File: config.mk
export PLATFORM = sky130hd
export DESIGN_NAME = parity_frame_ctrl
export DESIGN_NICKNAME = d
export VERILOG_FILES = /design/src/rtl/parity_frame_ctrl.sv
export SDC_FILE = /design/constraint.sdc
export NUM_CORES = 1
export LEC_CHECK = 0
export BUFFER_PORTS_ARGS = -buffer_cell sky130_fd_sc_hd__buf_2
export CAP_MARGIN = 10
export CORE_UTILIZATION = 52
export DETAILED_ROUTE_END_ITERATION = 12
export PLACE_DENSITY = 0.89
export SLEW_MARGIN = 20
export SYNTH_ARGS = -nofsm -noshare
export SYNTH_HDL_FRONTEND = slang
export SYNTH_SLANG_ARGS = --single-unit
File: constraint.sdc
create_clock -name i_clk -period 2.55 [get_ports i_clk]
set_clock_uncertainty 0.15 [all_clocks]
set_input_delay 0.3825 -clock i_clk [delete_from_list [all_inputs] [get_ports i_clk]]
set_output_delay 0.3825 -clock i_clk [all_outputs]
set_load 0.01 [all_outputs]
File: src/rtl/parity_frame_ctrl.sv
// Parallel-to-serial framer: DATA_W data bits (LSB first), then one parity bit.
// Even or odd parity is chosen per word and sampled when the word is accepted.
//
// Ports:
//   i_clk, i_rst          clock; synchronous active-high reset
//   i_in_valid/o_in_ready producer handshake (ready only in IDLE)
//   i_in_data, i_in_odd   word to frame and parity sense (1 = odd)
//   o_ser_valid/i_ser_ready consumer handshake for o_ser_bit
//   o_ser_bit, o_ser_last serial bit; last flags the parity beat
//   o_frame_done          1-cycle pulse after the parity beat is taken
//   o_frame_cnt           completed-frame count, wraps to 0
module parity_frame_ctrl #(
   parameter int DATA_W = 8,
   parameter int CNT_W  = 16
) (
   input  logic              i_clk,
   input  logic              i_rst,
   input  logic              i_in_valid,
   output logic              o_in_ready,
   input  logic [DATA_W-1:0] i_in_data,
   input  logic              i_in_odd,
   output logic              o_ser_valid,
   input  logic              i_ser_ready,
   output logic              o_ser_bit,
   output logic              o_ser_last,
   output logic              o_frame_done,
   output logic [CNT_W-1:0]  o_frame_cnt
);

   localparam int BC_W = (DATA_W > 1) ? $clog2(DATA_W) : 1;
   localparam logic [BC_W-1:0] LAST_BIT = BC_W'(DATA_W - 1);

   typedef enum logic [1:0] {
      S_IDLE,
      S_DATA,
      S_PARITY
   } state_t;

   state_t            r_state;
   state_t            w_state_nxt;
   logic [DATA_W-1:0] r_shreg;
   logic              r_acc;
   logic              r_mode;
   logic [BC_W-1:0]   r_bit_cnt;
   logic              r_frame_done;
   logic [CNT_W-1:0]  r_frame_cnt;
   logic              w_accept;
   logic              w_shift;
   logic              w_par_take;

   // Every output except in_ready is a decode of registered state only.
   always_comb begin
      w_state_nxt = r_state;
      w_accept    = 1'b0;
      w_shift     = 1'b0;
      w_par_take  = 1'b0;
      o_in_ready  = 1'b0;
      o_ser_valid = 1'b0;
      o_ser_bit   = 1'b0;
      o_ser_last  = 1'b0;
      unique case (r_state)
         S_IDLE: begin
            o_in_ready = 1'b1;
            if (i_in_valid) begin
               w_accept    = 1'b1;
               w_state_nxt = S_DATA;
            end
         end
         S_DATA: begin
            o_ser_valid = 1'b1;
            o_ser_bit   = r_shreg[0];
            if (i_ser_ready) begin
               w_shift = 1'b1;
               if (r_bit_cnt == LAST_BIT) begin
                  w_state_nxt = S_PARITY;
               end
            end
         end
         S_PARITY: begin
            o_ser_valid = 1'b1;
            o_ser_last  = 1'b1;
            o_ser_bit   = r_acc ^ r_mode;
            if (i_ser_ready) begin
               w_par_take  = 1'b1;
               w_state_nxt = S_IDLE;
            end
         end
         default: begin
            w_state_nxt = S_IDLE;
         end
      endcase
   end

   always_ff @(posedge i_clk) begin
      if (i_rst) begin
         r_state <= S_IDLE;
      end else begin
         r_state <= w_state_nxt;
      end
   end

   always_ff @(posedge i_clk) begin
      if (i_rst) begin
         r_shreg      <= '0;
         r_acc        <= 1'b0;
         r_mode       <= 1'b0;
         r_bit_cnt    <= '0;
         r_frame_done <= 1'b0;
         r_frame_cnt  <= '0;
      end else begin
         r_frame_done <= w_par_take;
         if (w_accept) begin
            r_shreg   <= i_in_data;
            r_mode    <= i_in_odd;
            r_acc     <= 1'b0;
            r_bit_cnt <= '0;
         end
         if (w_shift) begin
            r_acc     <= r_acc ^ r_shreg[0];
            r_shreg   <= r_shreg >> 1;
            r_bit_cnt <= r_bit_cnt + 1'b1;
         end
         if (w_par_take) begin
            r_frame_cnt <= r_frame_cnt + 1'b1;
         end
      end
   end

   assign o_frame_done = r_frame_done;
   assign o_frame_cnt  = r_frame_cnt;

endmodule
==> flow_summary_export.csv <==
group,metric,value,unit
clock_tree,clk-insertion-delay-late,0.34,ns
sta,tightest_slew,0.5757,ns
setup_path,path_max_fanout,10,
die,die-width,55.71,um
sta,setup_viol,0,
routing,first_pass_iters,6,
routing,drt-total-wl,2940,um
routing,wl_per_cell,12.30,um
logic_synthesis,yosysWarningCount,0,
logic_synthesis,synth_nets,197,
final_layout,register_area,640.6,um2
grt,grtUsageTotal,0.2058,
sta,fmax,476.7,MHz
clock_tree,clk_pin_slew,0.09,ns
setup_path,r2r-end,"o_frame_cnt[12]",
grt,grt_overflow,0,
sta,finalCritPeriodShare,0.8226,
grt,grt_max_degree,34,
die,rows,19,
logic_synthesis,ys_types,29,
placed_design,port_buffers,33,
logic_synthesis,synthMuxAreaShare,0.01418,
clock_tree,cts_resized,0,
grt,grt_pass1_wl,5016,um
power,p_leak,0.7359,nW
logic_synthesis,synth_compound_area_frac,0.1226,
power,p_sw_frac,0.2784,
sta,finalCriticalPeriod,2.098,ns
die,ios,34,
power,pwr-share-clk,0.284,
power,total_switching_power,0.2603,mW
clock_tree,root_buffer,"clkbuf_4",
routing,via_per_inst,5.552,
status,outcome,"finished, final reports clean",
routing,via_count,1327,
power,p_int,0.6747,mW
sta,grt_setup_unrepaired,"false",
clock_tree,hold_buffers,0,
placed_design,placedCellCount,232,
logic_synthesis,syn_area_per_cell,8.476,um2
setup_path,worst_r2r_path_depth,6,
routing,drc,0,
setup_path,end_kind,"register",
logic_synthesis,synthSimpleGateAreaFrac,0.2702,
power,vdd_drop_max,0.0004083,V
placed_design,place_congestion,0.7710,
logic_synthesis,synth-xor-area-share,0.07006,
power,power.share.combinational,0.141,
setup_path,r2r-start,"r_state[0]",
setup_path,cp-start-kind,"register",
power,power_density,547.1,nW/um2
final_layout,n_fill_cell,238,
sta,tns,0,ns
final_layout,final_cell_mix,"buf_2 (33), dfxtp_1 (32), nor2_1 (26), nand2_1 (16), nand3_1 (16)",
setup_path,reg2reg_slack,0.45,ns
clock_tree,cts_buffer_depth,2,
routing,dr.first_iter.drc_count,57,
worst_hold_path,hold_start,"i_in_odd",
grt,antenna_found_initial,0,
sta,hold_ws,0.1457,ns
die,die_h,55.71,um
clock_tree,cts_setup_buffers,0,
die,start_util,0.5487,
final_layout,diodes,0,
sta,drv_slew,0,
clock_tree,cts.sinks,32,
routing,ant_nets,0,
grt,grt_pass1_vias,1174,
setup_path,worstPathRequired,2.61,ns
setup_path,crit_type,"reg2reg",
logic_synthesis,synthAdderAreaFrac,0.05838,
placed_design,dp_hpwl,1999,um
logic_synthesis,syn_area,1500,um2
final_layout,areaGrowthSynthToFinish,13.93,%
logic_synthesis,synth_top_family_by_area,"simple AND/OR/NAND/NOR gates",
final_layout,layout.nets,228,
worst_hold_path,hold_class,"in2reg",
placed_design,pre_cts_slack,0.4432,ns
setup_path,arrival,2.16,ns
final_layout,drive_gt1_frac,0.1971,
final_layout,final_common_cell,"buf_2",
sta,setup_ws,0.4523,ns
die,design.die.area,3104,um2
worst_hold_path,min_to,"r_mode",
final_layout,multi_input_area,803.3,um2
power,p_total,0.9350,mW
logic_synthesis,synth-seq-cells,32,
sta,max_slew_margin,0.6162,
clock_tree,numCtsBuffers,5,
die,coreArea,2734,um2
clock_tree,cts-htree-levels,2,
logic_synthesis,netlist_instances,177,
logic_synthesis,seq_area_frac_synth,0.4270,
power,p_seq_frac,0.575,
final_layout,final_cells,239,
flow_run,maxCapViolCount,0,
sta,hold_viol,0,
worst_hold_path,min_path_cells,3,
clock_tree,cts_tree,"done",
critical path, cell delays in order (launching register included):
cell and delay [ns]:
dfxtp_1 0.35, inv_1 0.10, ha_1 0.30, and4_1 0.41, or4b_1 0.48, xor2_1 0.15, nor2_1 0.05
worst max-delay path by stage:
stage	startpoint	to	cells past startpoint
after floorplan	r_state[0]	o_frame_cnt[12]	7
after global placement	r_state[0]	o_frame_cnt[12]	6
after detailed placement	r_state[0]	o_frame_cnt[12]	6
after CTS	r_state[0]	o_frame_cnt[12]	6
after global routing	r_state[0]	o_frame_cnt[14]	6
final	r_state[0]	o_frame_cnt[12]	6
cells in the mapped netlist:
master    instances  share of area
dfxtp_1          32           0.43
nor2_1           26          0.065
nand2_1          16          0.040
nand3_1          16          0.053
xor2_1           12          0.070
a21oi_1          10          0.033
a311oi_1          7          0.041
clkbuf_1          7          0.018
ha_1              7          0.058
nand4_1           7          0.029
o21ai_0           5          0.017
inv_1             4          0.010
nor2b_1           4          0.017
a22oi_1           3          0.015
and2_1            3          0.013
and4_1            2          0.012
buf_4             2          0.010
nand3b_1          2          0.010
nor3_1            2         0.0067
a31o_2            1         0.0058
and2_0            1         0.0042
and3_1            1         0.0042
mux2_2            1         0.0075
mux2i_1           1         0.0067
o21a_1            1         0.0050
o41ai_1           1         0.0058
or3_1             1         0.0042
or3b_1            1         0.0058
or4b_1            1         0.0067
power by group through the flow:
stage	clock, mW	combinational [mW]	sequential, mW
after global routing	0.298	0.146	0.541
after floorplan	0	0.0982	0.546
after global placement	0	0.129	0.548
final	0.266	0.131	0.538
after detailed placement	0	0.130	0.549
after CTS	0.271	0.131	0.537
through the flow:
stage	util	area, um2
3_3_place_gp	0.6082	1663
5_1_grt	0.6252	1709
2_1_floorplan	-	1500
3_5_place_dp	0.6082	1663
4_1_cts	0.6252	1709
6_report	0.6252	1709
per-layer routing:
metal	wire, um	GRT usage
met3	150	0.04884
met5	0	0
met1	1412	0.2577
met4	48	0.1179
met2	1329	0.3236
layout make-up:
| cell class | count | area share |
|---|---|---|
| repair buffers | 33 | 0.09663 |
| clock inverters | 1 | 0.002928 |
| inverters | 4 | 0.008785 |
| well taps | 31 | 0.02269 |
| clock buffers | 6 | 0.02416 |
| multi-input cells | 132 | 0.4700 |
| flip-flops and latches | 32 | 0.3748 |
sequential cells by signal (all words and copies together), names as in the netlist:
signal and count:
r_state 2, r_acc 1, r_mode 1, o_frame_cnt 16, r_bit_cnt 3, o_frame_done 1, r_shreg 8
kinds of logic (layout without fill, tap and decap cells):
kind of cell    count (synthesis)  after routing
fa+ha+maj                       7              7
xor+xnor                       12             12
simple gates                   83             83
compound gates                 28             28
mux                             2              2
buf+inv                        13             44
flops                          32             32
Note: power is estimated with default switching activity, not from simulation.
